`src/rtl/snd_stream_sched_if.sv`:
```
// Command, beat-strobe and burst-address bundle between the sound player
// control and the per-channel playback scheduler.
interface snd_stream_sched_if #(
    parameter int NCH = 5
);
    logic [NCH-1:0]    CH_PLAY;
    logic [NCH-1:0]    CH_STOP;
    logic [NCH-1:0]    CH_LOOP;
    logic [NCH*32-1:0] CH_START;
    logic [NCH*16-1:0] CH_NBURST;
    logic [NCH-1:0]    CH_BEAT;
    logic [NCH*32-1:0] CH_ADDR;
    logic [NCH*8-1:0]  CH_LEN;
    logic [NCH-1:0]    CH_BUSY;
    logic [NCH-1:0]    CH_DONE;
    logic [NCH*16-1:0] CH_POS;

    modport master (
        output CH_PLAY, CH_STOP, CH_LOOP, CH_START, CH_NBURST, CH_BEAT,
        input  CH_ADDR, CH_LEN, CH_BUSY, CH_DONE, CH_POS
    );

    modport slave (
        input  CH_PLAY, CH_STOP, CH_LOOP, CH_START, CH_NBURST, CH_BEAT,
        output CH_ADDR, CH_LEN, CH_BUSY, CH_DONE, CH_POS
    );
endinterface

```
`src/rtl/snd_stream_sched.sv`:
```
// Per-channel sound VRAM burst scheduler: walks each sound burst by burst and
// parks idle channels on a zero-filled silence buffer.
module snd_stream_sched #(
    parameter int          NCH          = 5,
    parameter int          BURST_BEATS  = 32,
    parameter logic [31:0] SILENCE_ADDR = 32'h1FF0_0000
) (
    input logic               ACLK,
    input logic               ARST,
    snd_stream_sched_if.slave bus
);
    localparam int              BC_W        = $clog2(BURST_BEATS);
    localparam logic [BC_W-1:0] BC_LAST     = BC_W'(BURST_BEATS - 1);
    localparam logic [31:0]     BURST_BYTES = 32'(BURST_BEATS * 4);
    localparam logic [31:0]     ALIGN_MASK  = ~(BURST_BYTES - 32'd1);
    localparam logic [7:0]      BURST_LEN   = 8'(BURST_BEATS - 1);

    typedef enum logic {S_IDLE, S_PLAY} state_t;

    state_t          r_state     [NCH];
    logic [BC_W-1:0] r_bc        [NCH];
    logic [31:0]     r_addr      [NCH];
    logic [15:0]     r_pos       [NCH];
    logic [31:0]     r_sh_start  [NCH];
    logic [15:0]     r_sh_nburst [NCH];
    logic [31:0]     r_cur_start [NCH];
    logic [15:0]     r_cur_nburst[NCH];
    logic [NCH-1:0]  r_busy;
    logic [NCH-1:0]  r_done;
    logic [NCH-1:0]  r_pend_play;
    logic [NCH-1:0]  r_pend_stop;

    logic [NCH*32-1:0] w_addr;
    logic [NCH*16-1:0] w_pos;
    logic [NCH*8-1:0]  w_len;

    always_ff @(posedge ACLK) begin
        for (int i = 0; i < NCH; i++) begin
            if (ARST) begin
                r_state[i]      <= S_IDLE;
                r_bc[i]         <= '0;
                r_addr[i]       <= SILENCE_ADDR;
                r_pos[i]        <= '0;
                r_sh_start[i]   <= '0;
                r_sh_nburst[i]  <= '0;
                r_cur_start[i]  <= '0;
                r_cur_nburst[i] <= '0;
                r_busy[i]       <= 1'b0;
                r_done[i]       <= 1'b0;
                r_pend_play[i]  <= 1'b0;
                r_pend_stop[i]  <= 1'b0;
            end else begin
                r_done[i] <= 1'b0;
                if (bus.CH_BEAT[i])
                    r_bc[i] <= r_bc[i] + 1'b1;

                // Everything the read controller sees moves only at burst end,
                // so the address is never disturbed under an in-flight burst.
                if (bus.CH_BEAT[i] && (r_bc[i] == BC_LAST)) begin
                    r_pend_play[i] <= 1'b0;
                    r_pend_stop[i] <= 1'b0;
                    if ((r_state[i] == S_PLAY) && r_pend_stop[i]) begin
                        r_state[i] <= S_IDLE;
                        r_addr[i]  <= SILENCE_ADDR;
                        r_pos[i]   <= '0;
                        r_busy[i]  <= 1'b0;
                    end else if (r_pend_play[i] && (r_sh_nburst[i] != 16'd0)) begin
                        r_state[i]      <= S_PLAY;
                        r_addr[i]       <= r_sh_start[i];
                        r_pos[i]        <= '0;
                        r_busy[i]       <= 1'b1;
                        r_cur_start[i]  <= r_sh_start[i];
                        r_cur_nburst[i] <= r_sh_nburst[i];
                    end else if (r_state[i] == S_PLAY) begin
                        if (({1'b0, r_pos[i]} + 17'd1) < {1'b0, r_cur_nburst[i]}) begin
                            r_pos[i]  <= r_pos[i] + 16'd1;
                            r_addr[i] <= r_addr[i] + BURST_BYTES;
                        end else if (bus.CH_LOOP[i]) begin
                            r_pos[i]  <= '0;
                            r_addr[i] <= r_cur_start[i];
                        end else begin
                            r_state[i] <= S_IDLE;
                            r_addr[i]  <= SILENCE_ADDR;
                            r_pos[i]   <= '0;
                            r_busy[i]  <= 1'b0;
                            r_done[i]  <= 1'b1;
                        end
                    end
                end

                // Commands landing on the burst-end cycle wait for the next one.
                if (bus.CH_STOP[i] && bus.CH_PLAY[i]) begin
                    r_pend_stop[i] <= 1'b1;
                    r_pend_play[i] <= 1'b0;
                end else if (bus.CH_STOP[i]) begin
                    r_pend_stop[i] <= 1'b1;
                end else if (bus.CH_PLAY[i]) begin
                    r_pend_play[i] <= 1'b1;
                    r_sh_start[i]  <= bus.CH_START[32*i +: 32] & ALIGN_MASK;
                    r_sh_nburst[i] <= bus.CH_NBURST[16*i +: 16];
                end
            end
        end
    end

    always_comb begin
        w_addr = '0;
        w_pos  = '0;
        w_len  = '0;
        for (int i = 0; i < NCH; i++) begin
            w_addr[32*i +: 32] = r_addr[i];
            w_pos[16*i +: 16]  = r_pos[i];
            w_len[8*i +: 8]    = BURST_LEN;
        end
    end

    assign bus.CH_ADDR = w_addr;
    assign bus.CH_POS  = w_pos;
    assign bus.CH_LEN  = w_len;
    assign bus.CH_BUSY = r_busy;
    assign bus.CH_DONE = r_done;
endmodule
```
`src/flat_wrapper.sv`:
```
// flat-port wrapper written by rule: the top's interface ports become plain ports
module snd_stream_sched_flat 
#(
    parameter int          NCH          = 5,
    parameter int          BURST_BEATS  = 32,
    parameter logic [31:0] SILENCE_ADDR = 32'h1FF0_0000
)
  (ACLK, ARST, bus_CH_PLAY, bus_CH_STOP, bus_CH_LOOP, bus_CH_START, bus_CH_NBURST, bus_CH_BEAT, bus_CH_ADDR, bus_CH_LEN, bus_CH_BUSY, bus_CH_DONE, bus_CH_POS);
  snd_stream_sched_if #(.NCH(NCH)) bus_i ();
  input logic ACLK;
  input logic ARST;
  input wire logic [$bits(bus_i.CH_PLAY)-1:0] bus_CH_PLAY;
  input wire logic [$bits(bus_i.CH_STOP)-1:0] bus_CH_STOP;
  input wire logic [$bits(bus_i.CH_LOOP)-1:0] bus_CH_LOOP;
  input wire logic [$bits(bus_i.CH_START)-1:0] bus_CH_START;
  input wire logic [$bits(bus_i.CH_NBURST)-1:0] bus_CH_NBURST;
  input wire logic [$bits(bus_i.CH_BEAT)-1:0] bus_CH_BEAT;
  output wire logic [$bits(bus_i.CH_ADDR)-1:0] bus_CH_ADDR;
  output wire logic [$bits(bus_i.CH_LEN)-1:0] bus_CH_LEN;
  output wire logic [$bits(bus_i.CH_BUSY)-1:0] bus_CH_BUSY;
  output wire logic [$bits(bus_i.CH_DONE)-1:0] bus_CH_DONE;
  output wire logic [$bits(bus_i.CH_POS)-1:0] bus_CH_POS;
  assign bus_i.CH_PLAY = bus_CH_PLAY;
  assign bus_i.CH_STOP = bus_CH_STOP;
  assign bus_i.CH_LOOP = bus_CH_LOOP;
  assign bus_i.CH_START = bus_CH_START;
  assign bus_i.CH_NBURST = bus_CH_NBURST;
  assign bus_i.CH_BEAT = bus_CH_BEAT;
  assign bus_CH_ADDR = bus_i.CH_ADDR;
  assign bus_CH_LEN = bus_i.CH_LEN;
  assign bus_CH_BUSY = bus_i.CH_BUSY;
  assign bus_CH_DONE = bus_i.CH_DONE;
  assign bus_CH_POS = bus_i.CH_POS;
  snd_stream_sched #(.NCH(NCH), .BURST_BEATS(BURST_BEATS), .SILENCE_ADDR(SILENCE_ADDR)) u_core (.ACLK(ACLK), .ARST(ARST), .bus(bus_i));
endmodule
```
`config.mk`:
```
export PLATFORM = sky130hd
export DESIGN_NAME = snd_stream_sched_flat
export DESIGN_NICKNAME = d
export VERILOG_FILES = /design/src/rtl/snd_stream_sched_if.sv /design/src/rtl/snd_stream_sched.sv /design/src/flat_wrapper.sv
export SDC_FILE = /design/constraint.sdc
export NUM_CORES = 1
export LEC_CHECK = 0
export ABC_AREA = 1
export CAP_MARGIN = 20
export CORE_MARGIN = 4
export CORE_UTILIZATION = 46
export CTS_CLUSTER_SIZE = 14
export DETAILED_ROUTE_END_ITERATION = 10
export DONT_BUFFER_PORTS = 1
export MAX_ROUTING_LAYER = met4
export PLACE_DENSITY = 0.7
export RECOVER_POWER = 25
export SYNTH_ARGS = -nofsm -noshare
export SYNTH_HDL_FRONTEND = slang
export SYNTH_SLANG_ARGS = --single-unit
export TNS_END_PERCENT = 10
```
`constraint.sdc`:
```
create_clock -name ACLK -period 6.58 [get_ports ACLK]
set_input_delay 0.987 -clock ACLK [delete_from_list [all_inputs] [get_ports ACLK]]
set_output_delay 0.987 -clock ACLK [all_outputs]
set_load 0.005 [all_outputs]
```
# [Word-level counts from Yosys, hierarchy flattened]
# Memories as Yosys holds them, arrays and structs flattened.
# Cells that the tools add are included.
[classes] add_sub_neg=20 order_cmp=5 n_eq_ne=15 n_mux=347 n_bitwise=90 n_reduce_logical=45
[ops] cell="32-bit two-way mux" count=30
[ops] cell="16-bit two-way mux" count=35
[ops] cell="1-bit two-way mux" count=272
[ops] cell="32-bit by 8-bit adder with 32-bit output (second input constant)" count=5
[ops] cell="25-bit two-way mux" count=5
[ops] cell="1-bit bitwise OR" count=90
[ops] cell="16-bit by 1-bit adder with 17-bit output (second input constant)" count=5
[ops] cell="17-bit by 16-bit < comparator with 1-bit output" count=5
[ops] cell="16-bit by 1-bit adder with 16-bit output (second input constant)" count=5
[ops] cell="16-bit nonzero test" count=5
[ops] cell="3-bit by 1-bit != test with 1-bit output (second input constant)" count=10
[ops] cell="3-bit nonzero test" count=10
[ops] cell="5-bit by 1-bit adder with 5-bit output (second input constant)" count=5
[ops] cell="5-bit == test (second input constant)" count=5
[ops] cell="5-bit two-way mux" count=5
[ops] cell="1-bit logical AND" count=20
[ops] cell="4-bit AND reduction" count=5
[ops] cell="2-bit OR reduction" count=5
[word_totals] ff_bits=20 ramBits=715 input_bits=262 out_inout_bits=290 memories=8
[mem_list] name="u_core.r_addr" depth=5 word_bits=32 rd=5 rd_ports_with_merged_regs=0 wr=5 line_no="snd_stream_sched.sv:22" source="logic [31:0] r_addr [NCH];"
[mem_list] name="u_core.r_cur_start" depth=5 word_bits=32 rd=5 rd_ports_with_merged_regs=0 wr=5 line_no="snd_stream_sched.sv:26" source="logic [31:0] r_cur_start [NCH];"
[mem_list] name="u_core.r_sh_start" depth=5 word_bits=25 rd=5 rd_ports_with_merged_regs=0 wr=5 line_no="snd_stream_sched.sv:24" source="logic [31:0] r_sh_start [NCH];"
[mem_list] name="u_core.r_cur_nburst" depth=5 word_bits=16 rd=5 rd_ports_with_merged_regs=0 wr=5 line_no="snd_stream_sched.sv:27" source="logic [15:0] r_cur_nburst[NCH];"
[mem_list] name="u_core.r_pos" depth=5 word_bits=16 rd=5 rd_ports_with_merged_regs=0 wr=5 line_no="snd_stream_sched.sv:23" source="logic [15:0] r_pos [NCH];"
[mem_list] name="u_core.r_sh_nburst" depth=5 word_bits=16 rd=5 rd_ports_with_merged_regs=0 wr=5 line_no="snd_stream_sched.sv:25" source="logic [15:0] r_sh_nburst [NCH];"
[mem_list] name="2 more memories"

# [Depth between registers and ports, before layout]
# An unclocked memory read counts as a cell.
[depth] ltp_word=13 mapped_depth=25 depth_no_buf=24

# [Least setup slack after synthesis]
# No wires, ideal clock.
[synth_timing] path_type="input -> register" start="input port bus_CH_PLAY[1]" end="memory u_core.r_sh_nburst[1][0] (enable)" t_arrival_ns=3.930 setup_slack_ns=2.154 path_stages=2 path_cell_list="inv_1 o21ai_0"
[synth_lines] element="start: declaration" line_no="flat_wrapper.sv:12" source="input wire logic [$bits(bus_i.CH_PLAY)-1:0] bus_CH_PLAY;"
[synth_lines] element="end: declaration" line_no="snd_stream_sched.sv:25"

==> impl_metrics.tcl <==
set metrics [dict create \
    outcome "complete, but fails checks" \
    failed_checks "capacitance limit, slew limit" \
    design.portCount 552 \
    timing_max_transition_violations_final 241 \
    ys_warn_count 0 \
    worst_hold_path.num_cells 2 \
    total_power_draw_mw 9.359 \
    tritoncts_clock_tree "yes" \
    postCtsSetupRepairBufs 0 \
    synth_edf_count 645 \
    worstPathArrival_ps 4680 \
    cellLeakagePower_nw 17.19 \
    achievable-frequency_mhz 223.3 \
    grt_pass1_wl_mm 121.8 \
    grt_max_degree 47 \
    detailedPlace.worstSlack_ps 1983 \
    post_synth_most_frequent_cells "inv_1, edfxtp_1, nand2_1, nor2_1, nand3_1" \
    wl_per_cell_um 16.72 \
    maximum_fanout_along_the_worst_path 41 \
    viasPerCell 4.877 \
    route.vias.total 23260 \
    layout_min_cycle_time_ps 4478 \
    final_core_utilization 0.5049 \
    die_y_um 282.7 \
    number_of_setup_violations_in_the_final_report 0 \
    worst_r2r_path_depth 22 \
    place.detailed.instances 4629 \
    synthCells 3720 \
    post_dp_cell_area_mm2 0.03536 \
    initial_antenna_violation_count 8 \
    end_kind "flop" \
    critPathRequiredTime_ps 6780 \
    tightestPinTransition_ps 2146 \
    timing.slew.headroom -0.4309 \
    detail_route.drc_violations 0 \
    hold_path_class "reg2reg" \
    timing.final.hold_violations 0 \
    ys_async_sr_fraction 0 \
    ys_top_cells_by_area "edfxtp_1, inv_1, nand2_1" \
    drt_pre_antenna_iters 5 \
    fin_crit_sh 0.6805 \
    syn-mean-instance-area_um2 9.330 \
    synth.lib_cells_used.distinct 57 \
    critical-path-max-stage-delay_ps 780 \
    stdcell_area_mm2 0.03765 \
    synthesis.area_mm2 0.03471 \
    routed_wl_mm 79.75 \
    detailedPlacementHpwl_mm 58.87 \
    dominant_cell_type_by_area_after_synthesis "edfxtp_1" \
    gp_congestion 0.8955 \
    worstPathCellList "and3_1 > nand3_1 > inv_1 > nand3_1 > nor2_1 > nand2_1 > nor2_2 > nand3_1 > nand2_1 > inv_1 > ha_1 > nand2_1 > nor2_1 > nor3_1 > nor2_1 > nor2_4 > nand3_4 > inv_4 > nand2_4 > nand2_1 > nor2_1 > nand2_2" \
    worst_setup_hold_path_clk_slew_ps 60 \
    clk_path_buf_depth 3 \
    ant_nets 0 \
    cts_inserted_buffers 75 \
    synth-main-ff-cell "edfxtp_1" \
    critPathLaunchType "flop" \
    post-synth-top-area-fraction 0.5581 \
    detailed_router_s_first_iteration_violation_count 1730 \
    finish.net_count 4095 \
    synth-seq-cells 665 \
    core_mm2 0.07457 \
    drive_gt1_frac 0.07015 \
    final_cell_count_no_fill 4769 \
    row_count 100 \
    worstSkewPairLatency_ps 610 \
    clock_skew_ps 25.70 \
    layout-area-overhead-vs-synth_pct 8.483 \
    io_buffers 0 \
    grt_remaining_overflow 0 \
    cts_root_buf "clkbuf_16" \
    grt_pass1_vias 22270 \
    die_area_mm2 0.07991 \
    ir_worst_vdd_mv 0.2247 \
    cts_sinks 665 \
    power.density_mw_per_mm2 248.6 \
    cts_hold_buffers 0 \
    postCtsResizedCells 0 \
    worst_slack_ps 2102 \
    final.hold.worst_slack_ps 464.4 \
    rsz0062_at_grt "no" \
    drv_cap 6 \
    grt_usage 0.2004 \
    cpMaxStageDelayCell "nand2_2" \
    yosys.cell_count.top_type "inv_1" \
    setup_total_negative_slack_ps 0 \
    num-fill-cells 6744 \
    htree_levels 3 \
    initial_core_util 0.4654 \
    die_w_um 282.7 \
    worst-setup-path-type "reg2reg" \
    synth-seq-area-share 0.5696 \
]
==> logic make-up (layout without fill, tap and decap cells) <==
family          after synthesis  in the layout  share of synthesized area
other cells                   2             83                  0.0002164
buf+inv                     951            950                     0.1158
compound gates              153            153                    0.02549
xor+xnor                    144            144                    0.03656
fa+ha+maj                    95             95                    0.03425
simple gates               1710           1710                     0.2181
flops                       665            665                     0.5696
==> final cells by class <==
cell class	instances	area [µm²]	share of cell area
Timing Repair Buffer	18	125.1	0.003323
Sequential cell	665	19770	0.5251
Clock inverter	37	279.0	0.007411
Inverter	801	3017	0.08012
Multi-Input combinational cell	2177	11210	0.2977
Tap cell	969	1212	0.03220
Clock buffer	94	2022	0.05370
Antenna cell	8	20.02	0.0005317
==> path summary, 6_finish.rpt <==
| check | from | endpoint | slack (ps) |
|---|---|---|---|
| worst max-delay path | u_core.r_pos[4][0]$_SDFFCE_PP0P_ | u_core.r_pos[4][2]$_SDFFCE_PP0P_ | 2100 |
| worst max register to register | u_core.r_pos[4][0]$_SDFFCE_PP0P_ | u_core.r_pos[4][2]$_SDFFCE_PP0P_ | 2100 |
| worst min register to register | u_core.r_pend_play[4]$_SDFF_PP0_ | u_core.r_pend_play[4]$_SDFF_PP0_ | 460 |
| worst min-delay path | u_core.r_pend_play[4]$_SDFF_PP0_ | u_core.r_pend_play[4]$_SDFF_PP0_ | 460 |
==> state kept, by name, indices dropped and copies added (netlist names) <==
signal and count:
u_core.r_addr 125, u_core.r_cur_start 125, u_core.r_cur_nburst 80, u_core.r_pos 80
u_core.r_bc 25, u_core.r_pend_play 5, u_core.r_pend_stop 5, u_core.r_sh_start 125
u_core.bus.CH_BUSY 5, u_core.r_state 5, u_core.bus.CH_DONE 5, u_core.r_sh_nburst 80
==> worst max-delay path: cells and delay by family (launching register included) <==
kind | cells | cell delay (ps)
simple gates | 18 | 3020
fa+ha+maj | 1 | 290
flops | 1 | 450
buf+inv | 3 | 330
==> report_power, final <==
part	internal (mW)	switching, mW
Clock	2.27	1.69
Sequential	4.85	0.125
Combinational	0.117	0.309
==> placed cells by master, fill, tap and decap left out, drive strengths merged, types with 12 or more instances in the layout <==
cell | synthesis | final
or2 | 19 | 19
nand3 | 180 | 180
o21ai | 53 | 53
a21oi | 63 | 63
nor3 | 77 | 77
o211ai | 20 | 20
clkbuf | 24 | 100
buf | 126 | 12
nor4 | 17 | 17
edfxtp | 645 | 645
xnor2 | 43 | 43
nand2 | 667 | 667
conb | 2 | 75
xor2 | 101 | 101
nand4 | 61 | 61
dfxtp | 20 | 20
ha | 95 | 95
clkinv | 3 | 31
inv | 798 | 803
nor2 | 669 | 669
==> per-layer routing <==
layer  part of all wire  GRT usage  up-vias  routed length, µm
met5                  0          -        -                  0
met4              0.032    0.07062        0               2542
met3               0.10    0.07403      151               7959
met2               0.47     0.3159      687              37130
met1               0.40     0.2379    10740              32110
li1                   -          -    11680                  -
Power figures use the tool's default switching activity.
